**src/rtl/rs485_top.sv**
```systemverilog
// Half-duplex 8N1 UART core for the RS485 transceiver with pin-selectable baud
// rate and a receive-to-transmit guard interval.
module rs485_top #(
  parameter int unsigned CLK_FREQ = 50_000_000,
  parameter int unsigned R2T_BITS = 2
) (
  input  logic       clock,
  input  logic       reset,
  output logic       txd,
  input  logic       rxd,
  input  logic       tx_cmd,
  output logic       tx_ready,
  input  logic [7:0] tx_data,
  output logic       r2tdelay_en,
  output logic       rx_ready,
  output logic [7:0] rx_data,
  input  logic [1:0] i_pin_br_val_set,
  output logic [7:0] tp
);

  localparam int unsigned DIV_9600   = CLK_FREQ / 9600;
  localparam int unsigned DIV_38400  = CLK_FREQ / 38400;
  localparam int unsigned DIV_115200 = CLK_FREQ / 115200;
  localparam int unsigned DIV_230400 = CLK_FREQ / 230400;
  localparam int unsigned CW_RAW     = $clog2(DIV_9600 + 1);
  localparam int unsigned CW         = (CW_RAW == 0) ? 1 : CW_RAW;
  localparam int unsigned GW_RAW     = $clog2(R2T_BITS * DIV_9600 + 1);
  localparam int unsigned GW         = (GW_RAW == 0) ? 1 : GW_RAW;
  localparam logic [CW-1:0] ONE      = CW'(1);

  typedef enum logic [3:0] {
    TX_IDLE  = 4'd0,
    TX_START = 4'd1,
    TX_DATA  = 4'd2,
    TX_STOP  = 4'd3
  } tx_state_t;

  typedef enum logic [3:0] {
    RX_IDLE  = 4'd0,
    RX_START = 4'd1,
    RX_DATA  = 4'd2,
    RX_STOP  = 4'd3
  } rx_state_t;

  // Bit period for the currently selected baud; latched at frame start.
  logic [CW-1:0] div_sel;

  always_comb begin
    div_sel = CW'(DIV_9600);
    case (i_pin_br_val_set)
      2'b00:   div_sel = CW'(DIV_9600);
      2'b01:   div_sel = CW'(DIV_38400);
      2'b10:   div_sel = CW'(DIV_115200);
      default: div_sel = CW'(DIV_230400);
    endcase
  end

  // ---------------- transmitter ----------------
  tx_state_t     tx_state, tx_state_n;
  logic [CW-1:0] tx_cnt, tx_cnt_n;
  logic [CW-1:0] tx_div, tx_div_n;
  logic [2:0]    tx_bit, tx_bit_n;
  logic [7:0]    tx_shift, tx_shift_n;
  logic          txd_q, txd_n;
  logic          tx_bit_done;

  assign tx_ready    = (tx_state == TX_IDLE);
  assign txd         = txd_q;
  assign tx_bit_done = (tx_cnt == tx_div - ONE);

  always_ff @(posedge clock) begin
    if (reset) begin
      tx_state <= TX_IDLE;
      tx_cnt   <= '0;
      tx_div   <= '0;
      tx_bit   <= '0;
      tx_shift <= '0;
      txd_q    <= 1'b1;
    end else begin
      tx_state <= tx_state_n;
      tx_cnt   <= tx_cnt_n;
      tx_div   <= tx_div_n;
      tx_bit   <= tx_bit_n;
      tx_shift <= tx_shift_n;
      txd_q    <= txd_n;
    end
  end

  // txd is registered from the next-state decode so the pin never glitches.
  always_comb begin
    tx_state_n = tx_state;
    tx_cnt_n   = tx_cnt;
    tx_div_n   = tx_div;
    tx_bit_n   = tx_bit;
    tx_shift_n = tx_shift;
    txd_n      = txd_q;
    case (tx_state)
      TX_IDLE: begin
        txd_n = 1'b1;
        if (tx_cmd && !r2tdelay_en) begin
          tx_state_n = TX_START;
          tx_shift_n = tx_data;
          tx_div_n   = div_sel;
          tx_cnt_n   = '0;
          tx_bit_n   = '0;
          txd_n      = 1'b0;
        end
      end
      TX_START: begin
        if (tx_bit_done) begin
          tx_state_n = TX_DATA;
          tx_cnt_n   = '0;
          txd_n      = tx_shift[0];
        end else begin
          tx_cnt_n = tx_cnt + ONE;
        end
      end
      TX_DATA: begin
        if (tx_bit_done) begin
          tx_cnt_n = '0;
          if (tx_bit == 3'd7) begin
            tx_state_n = TX_STOP;
            txd_n      = 1'b1;
          end else begin
            tx_bit_n   = tx_bit + 3'd1;
            tx_shift_n = {1'b0, tx_shift[7:1]};
            txd_n      = tx_shift[1];
          end
        end else begin
          tx_cnt_n = tx_cnt + ONE;
        end
      end
      TX_STOP: begin
        if (tx_bit_done) begin
          tx_state_n = TX_IDLE;
          tx_cnt_n   = '0;
          txd_n      = 1'b1;
        end else begin
          tx_cnt_n = tx_cnt + ONE;
        end
      end
      default: begin
        tx_state_n = TX_IDLE;
        txd_n      = 1'b1;
      end
    endcase
  end

  // ---------------- receiver ----------------
  logic          rxd_s1, rxd_s2, rxd_prev;
  logic          rx_fall;
  rx_state_t     rx_state, rx_state_n;
  logic [CW-1:0] rx_cnt, rx_cnt_n;
  logic [CW-1:0] rx_div, rx_div_n;
  logic [CW-1:0] rx_half_m1;
  logic [2:0]    rx_bit, rx_bit_n;
  logic [7:0]    rx_shift, rx_shift_n;
  logic          rx_valid;
  logic          rx_bit_done;
  logic [7:0]    rx_data_q;
  logic          rx_ready_q;

  assign rx_fall     = rxd_prev & ~rxd_s2;
  assign rx_half_m1  = (rx_div >> 1) - ONE;
  assign rx_bit_done = (rx_cnt == rx_div - ONE);
  assign rx_data     = rx_data_q;
  assign rx_ready    = rx_ready_q;

  always_ff @(posedge clock) begin
    if (reset) begin
      rxd_s1   <= 1'b1;
      rxd_s2   <= 1'b1;
      rxd_prev <= 1'b1;
    end else begin
      rxd_s1   <= rxd;
      rxd_s2   <= rxd_s1;
      rxd_prev <= rxd_s2;
    end
  end

  always_ff @(posedge clock) begin
    if (reset) begin
      rx_state   <= RX_IDLE;
      rx_cnt     <= '0;
      rx_div     <= '0;
      rx_bit     <= '0;
      rx_shift   <= '0;
      rx_data_q  <= '0;
      rx_ready_q <= 1'b0;
    end else begin
      rx_state   <= rx_state_n;
      rx_cnt     <= rx_cnt_n;
      rx_div     <= rx_div_n;
      rx_bit     <= rx_bit_n;
      rx_shift   <= rx_shift_n;
      rx_ready_q <= rx_valid;
      if (rx_valid) begin
        rx_data_q <= rx_shift;
      end
    end
  end

  always_comb begin
    rx_state_n = rx_state;
    rx_cnt_n   = rx_cnt;
    rx_div_n   = rx_div;
    rx_bit_n   = rx_bit;
    rx_shift_n = rx_shift;
    rx_valid   = 1'b0;
    case (rx_state)
      RX_IDLE: begin
        if (rx_fall) begin
          rx_state_n = RX_START;
          rx_div_n   = div_sel;
          rx_cnt_n   = '0;
        end
      end
      RX_START: begin
        if (rx_cnt == rx_half_m1) begin
          rx_cnt_n   = '0;
          rx_bit_n   = '0;
          rx_state_n = rxd_s2 ? RX_IDLE : RX_DATA;
        end else begin
          rx_cnt_n = rx_cnt + ONE;
        end
      end
      RX_DATA: begin
        if (rx_bit_done) begin
          rx_cnt_n   = '0;
          rx_shift_n = {rxd_s2, rx_shift[7:1]};
          if (rx_bit == 3'd7) begin
            rx_state_n = RX_STOP;
          end else begin
            rx_bit_n = rx_bit + 3'd1;
          end
        end else begin
          rx_cnt_n = rx_cnt + ONE;
        end
      end
      RX_STOP: begin
        if (rx_bit_done) begin
          rx_state_n = RX_IDLE;
          rx_cnt_n   = '0;
          rx_valid   = rxd_s2;
        end else begin
          rx_cnt_n = rx_cnt + ONE;
        end
      end
      default: rx_state_n = RX_IDLE;
    endcase
    // Our own transmission owns the line; the far end is not driving it.
    if (!tx_ready) begin
      rx_state_n = RX_IDLE;
    end
  end

  // ---------------- receive-to-transmit guard ----------------
  logic [GW-1:0] guard_cnt;
  logic [GW-1:0] guard_load;
  logic          r2t_q;

  assign guard_load  = GW'(R2T_BITS * rx_div) - GW'(1);
  assign r2tdelay_en = r2t_q;

  always_ff @(posedge clock) begin
    if (reset) begin
      r2t_q     <= 1'b0;
      guard_cnt <= '0;
    end else if (rx_valid && (R2T_BITS != 0)) begin
      r2t_q     <= 1'b1;
      guard_cnt <= guard_load;
    end else if (r2t_q) begin
      if (guard_cnt == '0) begin
        r2t_q <= 1'b0;
      end else begin
        guard_cnt <= guard_cnt - GW'(1);
      end
    end
  end

  assign tp = {tx_state, rx_state};

endmodule

```
**config.mk**
```make
export PLATFORM = sky130hd
export DESIGN_NAME = rs485_top
export DESIGN_NICKNAME = d
export VERILOG_FILES = /design/src/rtl/rs485_top.sv
export SDC_FILE = /design/constraint.sdc
export NUM_CORES = 1
export LEC_CHECK = 0
export CAP_MARGIN = 0
export CORE_MARGIN = 2
export CORE_UTILIZATION = 53
export DETAILED_ROUTE_END_ITERATION = 12
export PLACE_DENSITY = 0.72
export SLEW_MARGIN = 20
export SYNTH_ARGS = -nofsm -noshare
export SYNTH_HDL_FRONTEND = slang
export SYNTH_SLANG_ARGS = --single-unit
```
**constraint.sdc**
```tcl
create_clock -name clock -period 4.9 [get_ports clock]
set_input_delay 0.98 -clock clock [delete_from_list [all_inputs] [get_ports clock]]
set_output_delay 0.98 -clock clock [all_outputs]
set_load 0.05 [all_outputs]
```
# == Word-level counts from Yosys, hierarchy flattened ==
# Cells that the tools add are included.
# totals
output_inout_bits,20
inputBits,14
register_bits,110
# classes
eq_ne,26
addsub,9
n_mux,47
reduce_logical,25
bitwise_logic,3
# op_table
op,count
case mux 13 bit (3 select lines),2
two-way mux 13 bit,5
two-way mux 14 bit,3
two-way mux 4 bit,10
== test 13 bit,3
case mux 4 bit (4 select lines),2
subtractor 14 x 1 -> 14 bit (second input constant),2
adder 13 x 1 -> 13 bit (second input constant),2
case mux 13 bit (2 select lines),1
subtractor 13 x 1 -> 13 bit (second input constant),2
two-way mux 8 bit,3
!= test 2 bit (second input constant),12
two-way mux 3 bit,6
== test 4 x 2 -> 1 bit (second input constant),4
case mux 8 bit (2 select lines),1
logical NOT 14 bit,1
subtractor 12 x 1 -> 13 bit (second input constant),1
case mux 3 bit (2 select lines),2
AND reduction 2 bit,6
two-way mux 1 bit,10
AND reduction 5 bit,2
== test 4 x 1 -> 1 bit (second input constant),2
logical NOT 4 bit,2
AND reduction 4 bit,2
17 further kinds,24

# == Depth between registers and ports, before layout ==
# Gate-level depths: netlist of the first run.
# depth
depth_word,6
ltp_mapped,13

# == Worst setup path before layout of the first run ==
# No wires, ideal clock.
# synth_path
path_kind,reg2reg
start,register rx_div[8]
end,register guard_cnt[10]
arrival_ns,3.165
path_stages_with_launch,14
setup_slack_ns,1.600
setup_ns,0.136
cell_sequence,dfxtp_1 -> clkbuf_1 -> inv_1 -> ha_1 -> buf_2 -> or4b_4 -> o31a_1 -> nor4b_4 -> nand3_2 -> or4_1 -> buf_4 -> buf_6 -> a31oi_1 -> a211oi_2
# synth_via
elab_chain_len,6
# synth_lines
element,line_no,source
"start, declared",154,"logic [CW-1:0] rx_div, rx_div_n;"
"start signal, assigned",193,rx_div <= rx_div_n;
subtractor 13 x 1 -> 13 bit,165,assign rx_bit_done = (rx_cnt == rx_div - ONE);
== test 13 bit,165,
two-way mux 1 bit,241,if (rx_bit_done) begin
two-way mux 1 bit,210,case (rx_state)
!= test 2 bit (no source line) / nonzero test 2 bit (equally long branches),n/a,
AND reduction 2 bit (no source line),n/a,
"end signal, assigned",271,guard_cnt <= guard_load;
"end signal, assigned",276,guard_cnt <= guard_cnt - GW'(1);
"end, declared",258,logic [GW-1:0] guard_cnt;
# Several ways; a longest one is shown, not always the timed one.
# A chain may end at the register's enable or synchronous reset.

# == Worst setup path after layout of the first run ==
# layout_path
start,register rx_div[8]
end,register guard_cnt[8]
# layout_via
elab_chain_len,6
# layout_lines
element,line_no
subtractor 13 x 1 -> 13 bit (*),165
== test 13 bit (*),165
two-way mux 1 bit (*),241
two-way mux 1 bit (*),210
!= test 2 bit (no source line) / nonzero test 2 bit (equally long branches),n/a
AND reduction 2 bit (no source line),n/a
# Mark *: on every way between the ends. The rest lies on a longest branch, timed or not.

==> results of run 1 <==
[layer usage]
| layer | global-route usage, % | share of wire (%) |
|---|---|---|
| met1 | 33.2 | 48 |
| met2 | 37.3 | 45 |
| met3 | 3.65 | 5.2 |
| met4 | 7.74 | 1.5 |
| met5 | 0 | 0 |
[power by group]
part / internal [mW] / total (mW) / switching, mW
Clock: 0.447 / 0.760 / 0.314
Combinational: 0.420 / 1.08 / 0.660
Sequential: 0.869 / 0.991 / 0.122
[cell usage in the layout, fill, tap and decap left out, drive strengths merged, types with 4 or more instances in the layout]
master,count
o31a,5
nand2,79
a211oi,21
o21ai,23
clkbuf,9
a22oi,4
o211ai,4
mux2i,29
xor2,19
nor4,16
conb,4
xnor2,37
or3,6
nor2,70
o221a,8
a2111oi,4
nand4,7
and2,5
o22ai,5
nor3b,7
o31ai,6
nor2b,8
o41ai,5
a31oi,11
inv,33
nand3,30
a21oi,28
nand2b,7
ha,20
buf,8
or4,6
dfxtp,98
nor4b,4
and3,9
nor3,26
clkdlybuf4s50,28
or2,8
[worst max-delay path: stages, from the launching register on]
cell and delay, ns:
sky130_fd_sc_hd__dfxtp_1 0.63, sky130_fd_sc_hd__inv_1 0.16, sky130_fd_sc_hd__ha_1 0.28, sky130_fd_sc_hd__nor3b_2 0.21, sky130_fd_sc_hd__xnor2_1 0.18, sky130_fd_sc_hd__a2111oi_1 0.75, sky130_fd_sc_hd__nand3_2 0.28, sky130_fd_sc_hd__or4_1 0.87
sky130_fd_sc_hd__buf_4 0.36, sky130_fd_sc_hd__buf_4 0.19, sky130_fd_sc_hd__nor2_1 0.13, sky130_fd_sc_hd__a211oi_2 0.06
[registers in the layout (all words and copies together) (netlist names), 2 cells and up]
register and cells:
tx_cnt 13, tx_div 9, tx_state 2, guard_cnt 14, rx_cnt 13, rx_data 8, rx_shift 8, tx_shift 8
rx_div 9, rx_state 2, tx_bit 3, rx_bit 3
[area by class of cell]
class / instances / area (µm²)
clock buffers: 9 / 225
clock inverters: 7 / 93.8
fillers: 1036 / 4640
inverters: 33 / 124
multi-input cells: 562 / 3800
flip-flops and latches: 98 / 1960
well taps: 143 / 179
repair buffers: 36 / 338
[per-stage QoR]
step	cells	worst slack, ns
finish	888	0.641
global route	888	0.394
CTS	888	0.719
detailed placement	872	0.732
global placement	872	0.904
floorplan	753	1.60
[how the worst min path moves through the flow]
stage | from | end | slack, ns | depth (start not counted)
after floorplan | rxd_s1$_SDFF_PP1_ | rxd_s2$_SDFF_PP1_ | 0.39 | 1
after global placement | rxd_s1$_SDFF_PP1_ | rxd_s2$_SDFF_PP1_ | 0.39 | 1
after detailed placement | rxd_s1$_SDFF_PP1_ | rxd_s2$_SDFF_PP1_ | 0.39 | 1
after CTS | rxd_s1$_SDFF_PP1_ | rxd_s2$_SDFF_PP1_ | 0.41 | 1
after global routing | rxd_s1$_SDFF_PP1_ | rxd_s2$_SDFF_PP1_ | 0.43 | 1
final | rxd_s1$_SDFF_PP1_ | rxd_s2$_SDFF_PP1_ | 0.41 | 1
[cells by family (layout without fill, tap and decap cells)]
kind of cell / after synthesis / in the layout / share of synthesized area (%)
AND/OR/NAND/NOR: 302 / 302 / 25.8
AO/OA/AOI/OAI: 147 / 147 / 17.6
flip-flops: 98 / 98 / 31.9
buffers and inverters: 93 / 85 / 6.53
XOR/XNOR: 59 / 59 / 9.07
multiplexers: 30 / 30 / 4.96
adder cells (fa/ha/maj): 20 / 20 / 4.07
other: 1 / 4 / 0.0610
==> impl_summary.md, run 1 <==
Routing
The residual DRC count is 0. The via count is 5420. The average detailed-routed wire length per instance is 16.3 µm.

For this block, the initial DRC count from the detailed router was 322. The number of nets with antenna violations after routing is 0. The final layout contains routed wiring with a total length of 14.5 mm. The average via count per standard cell is 6.10. Before antenna repair, the detailed router went through 5 iterations.

Global routing
The via count of the first global-routing pass was 5029. The first global-routing pass estimated 24.6 mm of wire. The number of antenna violations at the first check in global routing is 0. Entering global routing, the biggest net connects 36 pins. For this run, the total global-route usage over all layers was measured as 23.6%. Global routing finished with a remaining overflow of 0.

Clock network
TritonCTS built the clock tree. Clock-pin slew was measured on the worst setup and hold paths at 0.07 ns. The number of buffers inserted for hold repair after clock tree synthesis is 0.

The clock buffer count from CTS is 9. The clock network latency to the later pin of the worst-skew pair is 0.34 ns. The total number of clock tree sinks is 98. CTS placed an instance of sky130_fd_sc_hd__clkbuf_16 at the clock tree root. The level count of the clock H-tree is 3.

After clock tree synthesis, the setup repair step added 0 buffers. The clock tree buffer depth is 2. The count of instances resized after the clock tree is built is 0.

Synthesis
Summing the sequential cell areas from Yosys gives 31.9% of the chip area. After synthesis, the largest area contributor takes up 31.9% of total cell area. In this run, distinct cell masters in the synthesized netlist total 75.

After synthesis the netlist holds a flip-flop and latch count of 98. Counting instances in the post-synthesis netlist gives the leading cell types as sky130_fd_sc_hd__dfxtp_1 (98), sky130_fd_sc_hd__nand2_1 (79), sky130_fd_sc_hd__nor2_1 (69), sky130_fd_sc_hd__clkbuf_1 (44), sky130_fd_sc_hd__xnor2_1 (37). The library cell with the largest summed area after synthesis is sky130_fd_sc_hd__dfxtp_1.

By area the synthesized netlist is led by sky130_fd_sc_hd__dfxtp_1 (32%), sky130_fd_sc_hd__xnor2_1 (5.3%), sky130_fd_sc_hd__nand2_1 (4.8%), sky130_fd_sc_hd__mux2i_1 (4.7%), sky130_fd_sc_hd__nor2_1 (4.2%). In this run the cell area of the synthesized design comes to 6150 µm². After synthesis, the share of flip-flops with an asynchronous set or reset is 0%. Dividing the synthesized area by the synthesized cell count gives 8.20 µm². The top flip-flop cell by instance count after synthesis is sky130_fd_sc_hd__dfxtp_1. The Yosys step of the flow raised 0 warnings. Among all cell types in the netlist, the one instantiated most often is sky130_fd_sc_hd__dfxtp_1.

The count of flip-flops with a built-in enable after synthesis is 0. The synthesized netlist cell count is 750.

STA
Measured against its own limit, the worst slew margin works out to 41.9%. The period utilization is 86.9%. The final critical delay including setup and external delays is 4.26 ns.

The timing-limited maximum frequency is 235 MHz. Summed over all failing endpoints, the final setup total negative slack is 0 ns. The count of endpoints failing setup in the final report is 0.

The actual slew at the worst max-slew pin is 0.858 ns. Hold is met by 0.410 ns. Clock skew on the completed layout was measured at 0.00843 ns. The max-slew violation count is 0. Setup repair after global routing left no endpoint under its margin. The hold violation total from the final report is 0.

Final layout
Compared with the post-synthesis result, the final layout area differs by 9.33%. 0 antenna diodes ended up in the layout. The fraction of layout instances using a drive strength above 1 is 8.99%.

Once layout is done, the placed cells without fillers occupy 6730 µm². At the end of the flow, the number of nets in the layout was 774. The core occupancy in the finished layout is 59.2%.

Floorplan
The row count is 39. After floorplanning, the core was sized to cover 11400 µm². For this design the top-level I/O count stands at 34. The die boundary height is 112 µm. The die width is 112 µm. The die covers 12500 µm². The initial cell density of the core is 54.1%.

Power and ir drop
The ratio of total power to cell area is 421 nW/µm². The total power of the final layout is 2.83 mW. Summed over all cells, the static leakage comes to 2.53 nW. The worst supply voltage drop on vdd is 0.487 mV.

Status
The run finished with clean final reports.

Setup path
The capture point of the worst path is guard_cnt[8]$_SDFFE_PP0P_. The largest fanout of any net on the critical path is 23. The critical path data arrival time is 4.46 ns. The worst setup path is of the reg2reg kind. In this run the worst setup path begins at rx_div[8]$_SDFFE_PP0P_. STA classifies the critical path endpoint as a flip-flop. The worst setup path is launched from a flip-flop.

In this run the register-to-register setup slack is 0.64 ns. The required time of the critical path is 5.10 ns. The launch point of the worst reg-to-reg path is rx_div[8]$_SDFFE_PP0P_. The capturing point of the worst reg2reg path is guard_cnt[8]$_SDFFE_PP0P_. The depth of the most critical reg-to-reg path is 11.

Hold path
The min-delay analysis places its worst path in the category reg2reg.

Placed design
Once placement finished, the instance area stood at 6400 µm². The congestion estimate from routability-driven global placement came to 0.865. Input and output buffers added on the ports amount to 29. After legalization and detailed placement, the total HPWL measured 10.4 mm.

Flow run
The number of max-cap violations is 0.
(Power assumes the default switching activity.)
==> run 2, diff against run 1 <==
CAP_MARGIN = 20   (was 0)
clock period = 5.1 ns   (was 4.9 ns; I/O delays follow)
==> impl_summary.md, run 2 (synthesis gave the netlist of run 1 again) <==
Floorplan
The area of the die is 12500 µm² (unchanged). The die width is 112 µm (unchanged). The die boundary height came to 112 µm (unchanged). The I/O pin count is 34 (unchanged). The initial cell density of the core came to 54.1% (unchanged). The row count is 39 (unchanged). The standard cell core area was 11400 µm² (unchanged).

Placed design
The weighted congestion at the end of routability-driven global placement is 0.883 (was 0.865). The quantity of I/O buffers inserted on ports is 29 (unchanged). The post-DP HPWL was 10.5 mm (was 10.4 mm).

Clock network
The level count of the clock H-tree is 3 (unchanged). The clock tree from TritonCTS is yes (unchanged). The post-CTS setup-driven buffer insertion count came to 0 (unchanged). The total number of clock tree sinks was 98 (unchanged). The clock network latency to the later pin of the worst-skew pair came to 0.35 ns (was 0.34 ns). The clock tree buffer depth is 2 (unchanged). The number of buffers inserted for hold repair after clock tree synthesis is 0 (unchanged).

The clock edge transition at the registers on the reported setup and hold paths is 0.07 ns (about the same). The clock buffer count from CTS is 9 (unchanged). The count of instances resized after the clock tree is built is 0 (unchanged). The cell chosen for the clock root was sky130_fd_sc_hd__clkbuf_16 (unchanged).

Flow run
The number of max-cap violations is 0 (unchanged).

Final layout
Commonest non-fill, non-tap cells in the layout: sky130_fd_sc_hd__dfxtp_1 (98), sky130_fd_sc_hd__nand2_1 (79), sky130_fd_sc_hd__nor2_1 (69), sky130_fd_sc_hd__xnor2_1 (37), sky130_fd_sc_hd__inv_1 (33) (unchanged). The final-stage net count is 771 (was 774). The most common cell after layout, fill and taps aside was sky130_fd_sc_hd__dfxtp_1 (unchanged). The signed area change from the synthesized netlist to the final layout is 8.87% (was 9.33%).

The register name with the most flops is guard_cnt (unchanged). The number of flip-flops under the largest register name is 14 (unchanged). The antenna diode count is 0 (unchanged). Largest registers ranked by flip-flop count: guard_cnt x14, rx_cnt x13, tx_cnt x13 (unchanged). The core occupancy in the finished layout came to 58.9% (was 59.2%). The number of filler cells placed in the layout is 1031 (was 1036). The fraction of layout instances using a drive strength above 1 is 8.49% (was 8.99%).

Routing
The number of nets with antenna violations after routing is 0 (unchanged). The average via count per standard cell was 6.10 (about the same). The residual DRC count is 0 (unchanged). The average detailed-routed wire length per instance is 16.5 µm (was 16.3 µm).

The number of iterations in the first detailed-routing pass was 5 (unchanged). The wire length reported by the detailed router was 14.6 mm (was 14.5 mm). The via count came to 5402 (was 5420). The DRC marker count from the first detailed-route iteration is 329 (was 322).

Power and ir drop
The ratio of total power to cell area is 404 nW/µm² (was 421 nW/µm²). The leakage power is 2.52 nW (was 2.53 nW). The worst supply voltage drop on vdd is 0.285 mV (was 0.487 mV).

Setup path
The critical path data arrival time is 4.46 ns (about the same). The capturing element type of the critical path is a flip-flop (unchanged). The element type at the critical path start is a flip-flop (unchanged). The capturing point of the worst reg2reg path was guard_cnt[6]$_SDFFE_PP0P_ (was guard_cnt[8]$_SDFFE_PP0P_). The number of buffers and inverters on the critical path was 2 (was 3). The required time of the critical path came to 5.30 ns (was 5.10 ns). The type of the setup path with the least slack is reg2reg (unchanged). Cells along the critical path: inv_1 > ha_1 > nor4b_2 > a22oi_1 > a2111oi_1 > nand3_2 > or4_1 > buf_4 > a211oi_1 > a211oi_2 (was inv_1 > ha_1 > nor3b_2 > xnor2_1 > a2111oi_1 > nand3_2 > or4_1 > buf_4 > buf_4 > nor2_1 > a211oi_2). The largest fanout of any net on the critical path is 28 (was 23). The kind of cell adding the most delay to the critical path was simple AND/OR/NAND/NOR gates (unchanged). The launch point of the worst reg-to-reg path was rx_div[8]$_SDFFE_PP0P_ (unchanged). The flop-to-flop setup slack was 0.85 ns (was 0.64 ns). The slowest library cell on the worst path is sky130_fd_sc_hd__or4_1 (unchanged). The critical path's largest stage delay is 0.85 ns (was 0.87 ns).

The depth of the most critical reg-to-reg path is 10 (was 11).

Global routing
The most used routing layer in global routing is met2 (unchanged). The largest net degree at the start of global routing came to 69 (was 36). The first-pass GRT wire length came to 24.4 mm (was 24.6 mm). The residual overflow from global routing is 0 (unchanged). The overall track demand over capacity in global routing is 23.6% (about the same).

The met3 global-route usage was 4.95% (was 3.65%). The via count of the first global-routing pass was 5063 (was 5029). The met2 demand-to-capacity share in global routing was 37.0% (was 37.3%). The number of antenna violations at the first check in global routing is 0 (unchanged). The met1 usage in global routing is 32.0% (was 33.2%).

Hold path
The classification of the worst-slack hold path was reg2reg (unchanged). The launch point of the worst hold path is rxd_s1$_SDFF_PP1_ (unchanged). The cell count of the worst hold path was 1 (unchanged). The end point of the most critical hold path is rxd_s2$_SDFF_PP1_ (unchanged).

Status
Status: finished clean (unchanged).

STA
The period utilization came to 83.4% (was 86.9%). The timing-limited maximum frequency is 235 MHz (about the same). The final setup skew is 0.00686 ns (was 0.00843 ns). The count of endpoints failing setup in the final report is 0 (unchanged). The max-slew violation count came to 0 (unchanged).

The actual slew at the worst max-slew pin came to 1.04 ns (was 0.858 ns). The hold violation total from the final report was 0 (unchanged). The final critical delay including setup and external delays is 4.25 ns (was 4.26 ns). The headroom to the max-slew limit is 30.1% (was 41.9%).

Unrepaired setup endpoints after global routing: no (unchanged). The sum of negative setup slack came to 0 ns (unchanged). The worst hold margin is 0.410 ns (about the same).
## run 2: worst max path at each step
stage / startpoint / slack [ns] / cells after the start / end
6_report: rx_div[8]$_SDFFE_PP0P_ / 0.85 / 10 / guard_cnt[6]$_SDFFE_PP0P_
5_1_grt: rx_div[8]$_SDFFE_PP0P_ / 0.53 / 10 / guard_cnt[6]$_SDFFE_PP0P_
4_1_cts: rx_div[8]$_SDFFE_PP0P_ / 0.87 / 10 / guard_cnt[11]$_SDFFE_PP0P_
3_5_place_dp: rx_div[8]$_SDFFE_PP0P_ / 0.89 / 10 / guard_cnt[11]$_SDFFE_PP0P_
3_3_place_gp: rx_div[8]$_SDFFE_PP0P_ / 0.98 / 10 / guard_cnt[6]$_SDFFE_PP0P_
2_1_floorplan: rx_div[8]$_SDFFE_PP0P_ / 1.80 / 13 / guard_cnt[10]$_SDFFE_PP0P_
## run 2: per-stage QoR
stage	power, mW	cell area, µm²	cells	setup WS, ns
6_report	2.70	6700	885	0.845
4_1_cts	2.70	6690	885	0.866
2_1_floorplan	1.75	6160	753	1.80
3_3_place_gp	1.96	6380	869	0.978
3_5_place_dp	1.99	6380	869	0.885
5_1_grt	2.86	6700	885	0.535
## run 2: worst reg2reg max path, cell delays in order, from the launching register on
cell	delay, ns
sky130_fd_sc_hd__dfxtp_1	0.47
sky130_fd_sc_hd__inv_1	0.17
sky130_fd_sc_hd__ha_1	0.35
sky130_fd_sc_hd__nor4b_2	0.47
sky130_fd_sc_hd__a22oi_1	0.16
sky130_fd_sc_hd__a2111oi_1	0.61
sky130_fd_sc_hd__nand3_2	0.28
sky130_fd_sc_hd__or4_1	0.85
sky130_fd_sc_hd__buf_4	0.37
sky130_fd_sc_hd__a211oi_1	0.31
sky130_fd_sc_hd__a211oi_2	0.07
## run 2: layout make-up
type                            instances  area, µm²  area share, %
Multi-Input combinational cell        562       3800           56.8
Sequential cell                        98       1960           29.3
Timing Repair Buffer                   33        315           4.71
Clock buffer                           12        256           3.83
Tap cell                              143        179           2.67
Inverter                               33        124           1.85
Clock inverter                          4       56.3          0.841
## run 2: power by group
group	internal, mW	total, mW	switching, mW
clock network	0.412	0.714	0.302
registers	0.835	0.949	0.114
logic	0.401	1.04	0.639
total	1.65	2.70	1.05
## run 2: routing by layer
metal / share of wire (%) / wire, µm / up-vias
met2: 45 / 6630 / 152
met3: 5.7 / 837 / 20
met5: 0 / 0 / -
li1: - / - / 2663
met4: 1.6 / 232 / 0
met1: 47 / 6900 / 2567
